## src/rtl/rggen_register_access_initiator.sv

```systemverilog
// rggen_register_access_initiator: host-side initiator that range-checks one request at a time,
// broadcasts it to the attached register blocks and returns their status/read data.
module rggen_register_access_initiator #(
    parameter int                       ADDRESS_WIDTH  = 8,
    parameter int                       BUS_WIDTH      = 32,
    parameter int                       REGISTERS      = 1,
    parameter logic [ADDRESS_WIDTH-1:0] BASE_ADDRESS   = '0,
    parameter int                       BYTE_SIZE      = 256,
    parameter int                       TIMEOUT_CYCLES = 0
) (
    input  logic                           i_clk,
    input  logic                           i_rst_n,
    input  logic                           i_req_valid,
    output logic                           o_req_ready,
    input  logic [1:0]                     i_req_access,
    input  logic [ADDRESS_WIDTH-1:0]       i_req_address,
    input  logic [BUS_WIDTH-1:0]           i_req_write_data,
    input  logic [BUS_WIDTH-1:0]           i_req_strobe,
    output logic                           o_rsp_valid,
    input  logic                           i_rsp_ready,
    output logic [1:0]                     o_rsp_status,
    output logic [BUS_WIDTH-1:0]           o_rsp_read_data,
    output logic                           o_reg_valid,
    output logic [1:0]                     o_reg_access,
    output logic [ADDRESS_WIDTH-1:0]       o_reg_address,
    output logic [BUS_WIDTH-1:0]           o_reg_write_data,
    output logic [BUS_WIDTH-1:0]           o_reg_strobe,
    input  logic [REGISTERS-1:0]           i_reg_active,
    input  logic [REGISTERS-1:0]           i_reg_ready,
    input  logic [2*REGISTERS-1:0]         i_reg_status,
    input  logic [BUS_WIDTH*REGISTERS-1:0] i_reg_read_data
);
    localparam int LSB = $clog2(BUS_WIDTH / 8);
    localparam int CW  = TIMEOUT_CYCLES > 1 ? $clog2(TIMEOUT_CYCLES) : 1;
    localparam logic [ADDRESS_WIDTH-1:0] ADDRESS_MASK = {ADDRESS_WIDTH{1'b1}} << LSB;
    // One extra bit keeps the window end from wrapping at the top of the address space.
    localparam logic [ADDRESS_WIDTH:0] WINDOW_BASE = {1'b0, BASE_ADDRESS};
    localparam logic [ADDRESS_WIDTH:0] WINDOW_END  = WINDOW_BASE + (ADDRESS_WIDTH + 1)'(BYTE_SIZE);

    typedef enum logic [1:0] {IDLE, BUSY, RESPONSE} state_t;

    state_t                   state, state_next;
    logic [1:0]               access;
    logic [ADDRESS_WIDTH-1:0] address;
    logic [BUS_WIDTH-1:0]     write_data, strobe;
    logic [1:0]               status, status_next, mux_status;
    logic [BUS_WIDTH-1:0]     read_data, read_data_next, mux_data;
    logic [CW-1:0]            count, count_next;
    logic                     in_window, hit, done, expired, accept;

    assign in_window = {1'b0, i_req_address} >= WINDOW_BASE && {1'b0, i_req_address} < WINDOW_END;
    assign hit       = |i_reg_active;
    assign done      = hit && |(i_reg_active & i_reg_ready);
    assign expired   = TIMEOUT_CYCLES != 0 && int'(count) == TIMEOUT_CYCLES - 1;
    assign accept    = o_req_ready && i_req_valid;

    assign o_req_ready      = state == IDLE;
    assign o_reg_valid      = state == BUSY;
    assign o_rsp_valid      = state == RESPONSE;
    assign o_reg_access     = access;
    assign o_reg_address    = address;
    assign o_reg_write_data = write_data;
    assign o_reg_strobe     = strobe;
    assign o_rsp_status     = status;
    assign o_rsp_read_data  = read_data;

    always_comb begin
        mux_status = '0;
        mux_data   = '0;
        for (int i = 0; i < REGISTERS; i++) begin
            mux_status |= i_reg_active[i] ? i_reg_status[2*i+:2] : 2'd0;
            mux_data   |= i_reg_active[i] ? i_reg_read_data[BUS_WIDTH*i+:BUS_WIDTH] : '0;
        end
    end

    always_comb begin
        state_next     = state;
        status_next    = status;
        read_data_next = read_data;
        count_next     = count;
        case (state)
            IDLE: if (i_req_valid) begin
                state_next     = in_window ? BUSY : RESPONSE;
                status_next    = in_window ? 2'd0 : 2'd3;
                read_data_next = '0;
                count_next     = '0;
            end
            BUSY: if (!hit || done || expired) begin
                state_next     = RESPONSE;
                status_next    = !hit ? 2'd3 : done ? mux_status : 2'd2;
                read_data_next = (done && access == 2'b10) ? mux_data : '0;
            end else begin
                count_next = count + 1'b1;
            end
            RESPONSE: state_next = i_rsp_ready ? IDLE : RESPONSE;
            default:  state_next = IDLE;
        endcase
    end

    always_ff @(posedge i_clk or negedge i_rst_n) begin
        if (!i_rst_n) begin
            state     <= IDLE;
            status    <= '0;
            read_data <= '0;
            count     <= '0;
        end else begin
            state     <= state_next;
            status    <= status_next;
            read_data <= read_data_next;
            count     <= count_next;
        end
    end

    always_ff @(posedge i_clk or negedge i_rst_n) begin
        if (!i_rst_n) begin
            access     <= '0;
            address    <= '0;
            write_data <= '0;
            strobe     <= '0;
        end else if (accept) begin
            access     <= i_req_access;
            address    <= i_req_address & ADDRESS_MASK;
            write_data <= i_req_write_data;
            strobe     <= i_req_strobe;
        end
    end
endmodule

```

## config.mk

```make
export PLATFORM = sky130hd
export DESIGN_NAME = rggen_register_access_initiator
export DESIGN_NICKNAME = d
export VERILOG_FILES = /design/src/rtl/rggen_register_access_initiator.sv
export SDC_FILE = /design/constraint.sdc
export NUM_CORES = 1
export LEC_CHECK = 0
export CAP_MARGIN = 0
export CORE_ASPECT_RATIO = 1.25
export CORE_UTILIZATION = 40
export DETAILED_ROUTE_END_ITERATION = 10
export PLACE_DENSITY = 0.81
export SETUP_SLACK_MARGIN = 0.4
export SLEW_MARGIN = 25
export SYNTH_ARGS = -nofsm -noshare
export SYNTH_HDL_FRONTEND = slang
export SYNTH_SLANG_ARGS = --single-unit
```

## constraint.sdc

```tcl
create_clock -name i_clk -period 3.8 [get_ports i_clk]
set_clock_uncertainty 0.05 [all_clocks]
set_input_delay 0.76 -clock i_clk [delete_from_list [all_inputs] [get_ports i_clk]]
set_output_delay 0.76 -clock i_clk [all_outputs]
set_load 0.03 [all_outputs]
```

==> results by group, run 1 <==
Synth
  • Number of synthesized flops with an enable pin: 0
  • Mean Syn Cell Area: 10.1 um^2
  • Syn Inst Count: between 400 and 500
  • Most used DFF post-synth: dfrtp_1
  • Syn Std Cell Area: 0.00406 mm^2
  • #FFs+latches synth: 108
  • Synth warnings: 0
  • Top cell type's share of synthesized area: 66.6%
  • Leading area contributor after synthesis: dfrtp_1
  • Post-synth ARST share: between 90% and 100%
  • Unique masters post-synth: 21
  • Register area share after synthesis: 66.6%
  • Largest cells by area after synthesis: dfrtp_1, nand2_1, a22o_1

Floorplan
  • Die ar.: 0.0106 mm^2
  • Row count: 40
  • Die Wd: about 92 um
  • Die Height: around 110 um
  • Top Ports: 225
  • Initial Util: 41.6%
  • Core area: a little under 0.01 mm^2

Setup path
  • Worst path cell trace: nand2b_1, inv_1, clkdlybuf4s50_1
  • Required @ worst endpoint: 2.99 ns
  • Endpoint class of the critical path: output port
  • Crit Path Category: reg2out
  • Worst Path Max Fanout: 6
  • Worst reg-to-reg path cell count: 4
  • Critical R2R Capture: o_reg_write_data[3]
  • CP Data Arrival Time: 1.97 ns
  • FF-to-FF Start: state[1]
  • Top delay family on crit path: buffers and inverters
  • R2r setup slk: between 2 and 2.5 ns
  • CP startpoint kind: flip-flop
  • Delay of the slowest cell on the worst path: 0.72 ns
  • Slowest cell on the critical path: clkdlybuf4s50_1
  • Worst path bufs/invs: 2

Detailed routing
  • DRT Pass-1 Iters: 4
  • WL/cell: approximately 15 um
  • WL met2: 5520 um
  • DRC viols: 0
  • Met3 wire len: 851 um
  • DR vias/cell: 4.73
  • Routed met1 length: 4460 um
  • Total Wirelength: 11,100 um
  • Remaining antenna violation count: 0
  • Initial DRC Count: roughly 190
  • DR vias: 3,539
  • Top layer in use: met5

Global routing
  • Remaining global-route overflow: 0
  • Antenna violations before repair: 1
  • First-pass GRT wire length: around 18,000 um
  • Tot GR Track Use: 21.7%
  • Vias in the first global route: 3,517
  • Largest net degree at the start of global routing: 61

Clock network
  • Post-CTS sizing: 0
  • Clk_lat worst skew: 0.34 ns
  • Cts bufs inserted: 9
  • Post-CTS setup buffers: 0
  • Maximum clock path buffer count: 2
  • Clock-pin slew on the worst setup and hold paths: 0.07 ns
  • CTS tree: done
  • Root Buffer: clkbuf_16
  • Hold-fix buffers, CTS: 0
  • CTS Sinks: 108
  • H-tree depth: 3

Power
  • PwrDens: 789 mW/mm^2
  • P_leak: 3.18 nW
  • VDD IR max: 0.512 mV

STA
  • Max-slew violations: 0
  • Max Clock Freq: 0.360 GHz
  • Final Cycle Share: 73.1%
  • Worst-Margin Slew: 0.696 ns
  • Min Clock Period, post-route: 2.78 ns
  • Relative slew margins: 53.6%
  • Final Hold Vio Count: 0
  • Final setup fails: 0
  • RSZ-0062 raised after global routing: no
  • Post-route setup TNS: 0 ns

Placed design
  • Placer Congestion: between 0.7 and 0.8
  • Placement Cell Area: 0.00636 mm^2
  • Detailed placer's ending HPWL: 8080 um
  • Port bufs: 220

Final layout
  • Most common cell after layout, fill and taps aside: clkdlybuf4s50_1
  • Final Net Count: 731
  • # diodes: 0
  • FILL cells: 780
  • Area occupied by multi-input gates: 0.00123 mm^2
  • Sequential Area: 0.00270 mm^2
  • Post-route cell area: between 0.006 and 0.007 mm^2
  • Most frequent cells in the layout: clkdlybuf4s50_1, nand2_1, dfrtp_1
  • Area added between synthesis and finish: 63.5%
  • Share of cells above drive strength 1: roughly 4%

Hold path
  • Type of the tightest min-delay check: in2async

Flow run
  • Max Cap Viol: 0

Status
  • Status: complete, no violations
[registers in the layout (all words and copies together), names as in the netlist]
register / count
o_reg_strobe: 32
o_reg_write_data: 32
o_rsp_read_data: 32
o_reg_address: 6
o_reg_access: 2
o_rsp_status: 2
state: 2
[Yosys cell counts, types with 2 or more instances]
master	number
buf_1	6
a22o_1	33
nand2_1	215
nor2_1	3
inv_1	4
nor3_1	3
buf_4	5
nand2b_1	2
clkbuf_1	5
o21ai_0	2
buf_2	8
dfrtp_1	108
[cells by family (layout without fill, tap and decap cells)]
family	count (synthesis)	after routing	synth area share, %
AND/OR/NAND/NOR	227	227	21.9
flip-flops	108	108	66.6
buffers and inverters	28	246	3.30
other	1	2	0.0924
AO/OA/AOI/OAI	39	39	8.08
[power by group]
| part | internal [W] | switching (W) |
|---|---|---|
| Clock | 0.000458 | 0.000393 |
| Combinational | 0.00103 | 0.00155 |
| Sequential | 0.00156 | 0.000242 |
[metal layers]
metal | vias to the layer above | track usage (%)
met5 | - | 0
met4 | 2 | 9.48
met3 | 21 | 5.51
met2 | 146 | 36.5
met1 | 1667 | 26.5
li1 | 1703 | -
[per-stage QoR]
stage | power [W] | util, % | setup slack (ns) | instances | hold slack (ns)
2_1_floorplan | 0.00323 | - | 2.05 | 404 | 0.414
5_1_grt | 0.00554 | 68.0 | 0.940 | 748 | 0.446
3_5_place_dp | 0.00442 | 65.2 | 1.26 | 732 | 0.411
6_report | 0.00523 | 68.0 | 1.02 | 748 | 0.393
3_3_place_gp | 0.00435 | 65.2 | 0.941 | 732 | 0.407
4_1_cts | 0.00529 | 68.0 | 1.02 | 748 | 0.426
[worst max path at each step]
stage / end / cells after the start / start / slack (ns)
floorplan: o_reg_strobe[12] / 5 / i_req_valid / 2.05
global placement: o_reg_write_data[4] / 5 / i_req_valid / 0.94
detailed placement: o_reg_write_data[3] / 5 / i_req_valid / 1.26
CTS: o_reg_valid / 3 / state[1] / 1.02
global route: o_reg_valid / 3 / state[1] / 0.94
finish: o_reg_valid / 3 / state[1] / 1.02
[final cells by class]
type	instances	area share, %
multi-input cells	268	18.6
clock buffers	11	3.66
inverters	4	0.226
clock inverters	5	0.415
flip-flops and latches	108	40.7
well taps	126	2.38
repair buffers	226	34.0
[worst register-to-register path: stages, from the launching register on]
cell	delay, ns
dfrtp_1	0.45
or3b_4	0.69
buf_4	0.33
nand2_1	0.09
nand2_1	0.05
Power figures use the tool's default switching activity.
==> run 2, diff against run 1 <==
--- a/config.mk
+++ b/config.mk
@@ -7,9 +7,9 @@
 export LEC_CHECK = 0
 export CAP_MARGIN = 0
 export CORE_ASPECT_RATIO = 1.25
-export CORE_UTILIZATION = 40
+export CORE_UTILIZATION = 39
 export DETAILED_ROUTE_END_ITERATION = 10
-export PLACE_DENSITY = 0.81
+export PLACE_DENSITY = 0.79
 export SETUP_SLACK_MARGIN = 0.4
 export SLEW_MARGIN = 25
 export SYNTH_ARGS = -nofsm -noshare
==> constraint.sdc (replaced) <==
create_clock -name i_clk -period 2.8 [get_ports i_clk]
set_clock_uncertainty 0.05 [all_clocks]
set_input_delay 0.56 -clock i_clk [delete_from_list [all_inputs] [get_ports i_clk]]
set_output_delay 0.56 -clock i_clk [all_outputs]
set_load 0.03 [all_outputs]
==> results by group, run 2 (same netlist as run 1, synthesis figures left out) <==
Status
  • Status: complete, no violations

Clock network
  • Cts bufs inserted: 9 (unchanged)
  • H-tree depth: 3 (unchanged)
  • Root Buffer: clkbuf_16
  • Clk_lat worst skew: 0.34 ns (about the same)
  • Maximum clock path buffer count: 2 (unchanged)
  • CTS Sinks: 108 (unchanged)
  • Clock-pin slew on the worst setup and hold paths: 0.07 ns (about the same)
  • Hold-fix buffers, CTS: 0 (unchanged)
  • CTS tree: done

STA
  • Relative slew margins: 62.7% (+9.1 points)
  • Worst-Margin Slew: 0.559 ns (-0.137 ns)
  • Final setup fails: 0 (unchanged)
  • Max-slew violations: 0 (unchanged)
  • RSZ-0062 raised after global routing: no
  • Final Cycle Share: 83.2%
  • Min Clock Period, post-route: 2.33 ns
  • Max Clock Freq: 0.429 GHz
  • Final Hold Vio Count: 0 (unchanged)
  • Post-route setup TNS: 0 ns (unchanged)

Detailed routing
  • DR vias/cell: 4.77 (+0.76%)
  • WL/cell: 14.7 um (-1.1%)
  • Remaining antenna violation count: 0 (unchanged)
  • Initial DRC Count: 149 (-21%)
  • DRT Pass-1 Iters: 4 (unchanged)
  • DR vias: 3,585 (+1.3%)
  • DRC viols: 0 (unchanged)
  • Total Wirelength: 11,100 um (-0.52%)

Floorplan
  • Top Ports: 225 (unchanged)
  • Die ar.: 0.0108 mm^2 (+2.5%)
  • Initial Util: 40.2% (-1.4 points)
  • Core area: 0.0101 mm^2 (+3.6%)
  • Die Wd: 93.2 um (+1.2%)
  • Die Height: 116 um (+1.3%)
  • Row count: 41 (+2.5%)

Hold path
  • Type of the tightest min-delay check: in2async

Power
  • PnR Total Power: 0.00718 W (+37%)
  • VDD IR max: 0.605 mV (+18%)
  • PwrDens: 1070 mW/mm^2 (+36%)
  • P_leak: 3.20 nW (+0.80%)

Placed design
  • Port bufs: 220 (unchanged)
  • Placer Congestion: 0.762 (+2.4%)
  • Detailed placer's ending HPWL: 8000 um (-0.98%)

Setup path
  • Worst Path Max Fanout: 7 (+1)
  • Worst path cell trace: nor2b_1, clkdlybuf4s50_1
  • Endpoint class of the critical path: output port
  • CP Data Arrival Time: 1.72 ns (-0.25 ns)
  • Slowest cell on the critical path: clkdlybuf4s50_1
  • Crit Path Category: reg2out
  • Delay of the slowest cell on the worst path: 0.72 ns (about the same)
  • Required @ worst endpoint: 2.19 ns (-0.80 ns)
  • CP startpoint kind: flip-flop

Final layout
  • Sequential Area: 0.00270 mm^2 (unchanged)
  • # diodes: 0 (unchanged)
  • FILL cells: 793 (+1.7%)
  • Share of cells above drive strength 1: 4.33% (+0.31 points)
  • Most frequent cells in the layout: clkdlybuf4s50_1, nand2_1, dfrtp_1
  • Area added between synthesis and finish: 64.8%
  • Area occupied by multi-input gates: 0.00123 mm^2 (-0.20%)
  • Most common cell after layout, fill and taps aside: clkdlybuf4s50_1
  • Final Net Count: 732 (+0.14%)

Global routing
  • Antenna violations before repair: 0 (-1)
  • Remaining global-route overflow: 0 (unchanged)
  • Tot GR Track Use: 20.5% (-1.2 points)
  • Largest net degree at the start of global routing: 61 (unchanged)
  • Vias in the first global route: 3,445 (-2.0%)
  • First-pass GRT wire length: 17,000 um (-3.6%)

Flow run
  • Max Cap Viol: 0 (unchanged)
[run 2: worst paths after layout]
check                                start             endpoint  slack [ns]  cells past startpoint
min in group i_clk         o_reg_strobe[3]      o_reg_strobe[3]        0.42                      2
max in group asynchronous          i_rst_n   o_rsp_read_data[9]        1.86                      2
max                               state[0]          o_rsp_valid        0.47                      2
min                                i_rst_n     o_reg_strobe[27]        0.16                      1
max reg2reg                       state[0]  o_reg_write_data[4]        1.07                      4
min reg2reg                o_reg_strobe[3]      o_reg_strobe[3]        0.42                      2
[run 2: cell type report]
class / instances / share of cell area [%]
Inverter: 4 / 0.225
Clock buffer: 12 / 3.99
Multi-Input combinational cell: 268 / 18.4
Clock inverter: 4 / 0.337
Tap cell: 129 / 2.41
Sequential cell: 108 / 40.4
Timing Repair Buffer: 227 / 34.2
[run 2: power by group]
| part | leakage, nW | switching [W] | total (W) | internal, W |
|---|---|---|---|---|
| clock network | 0.144 | 0.000542 | 0.00121 | 0.000672 |
| registers | 1.38 | 0.000313 | 0.00243 | 0.00212 |
| logic | 1.67 | 0.00212 | 0.00353 | 0.00141 |
[run 2: critical path: cells and delay by family, from the launching register on]
| family | cells | cell delay, ns |
|---|---|---|
| and+or+nand+nor | 1 | 0.22 |
| DFF | 1 | 0.45 |
| buffers and inverters | 1 | 0.72 |
[run 2: repair_timing]
item,4_1_cts,5_1_grt
buffers inserted,0,0
endpoints found under the setup margin,1,0
resized for setup,1,0
[run 2: per-layer routing]
metal | global-route usage [%] | part of all wire, % | wire (um)
met4 | 7.38 | 1.7 | 185
met3 | 6.17 | 7.4 | 818
met1 | 25.3 | 41 | 4540
met5 | 0 | 0 | 0
met2 | 34.0 | 50 | 5520
[run 2: stage by stage]
step / cell area, um^2 / util, % / cells / hold slack (ns) / setup slack, ns
6_report: 6690 / 66.2 / 752 / 0.160 / 0.469
5_1_grt: 6690 / 66.2 / 752 / 0.197 / 0.411
3_3_place_gp: 6400 / 63.3 / 736 / 0.406 / 0.491
4_1_cts: 6690 / 66.2 / 752 / 0.171 / 0.466
3_5_place_dp: 6400 / 63.3 / 736 / 0.411 / 0.454
2_1_floorplan: 4060 / - / 404 / 0.214 / 1.25
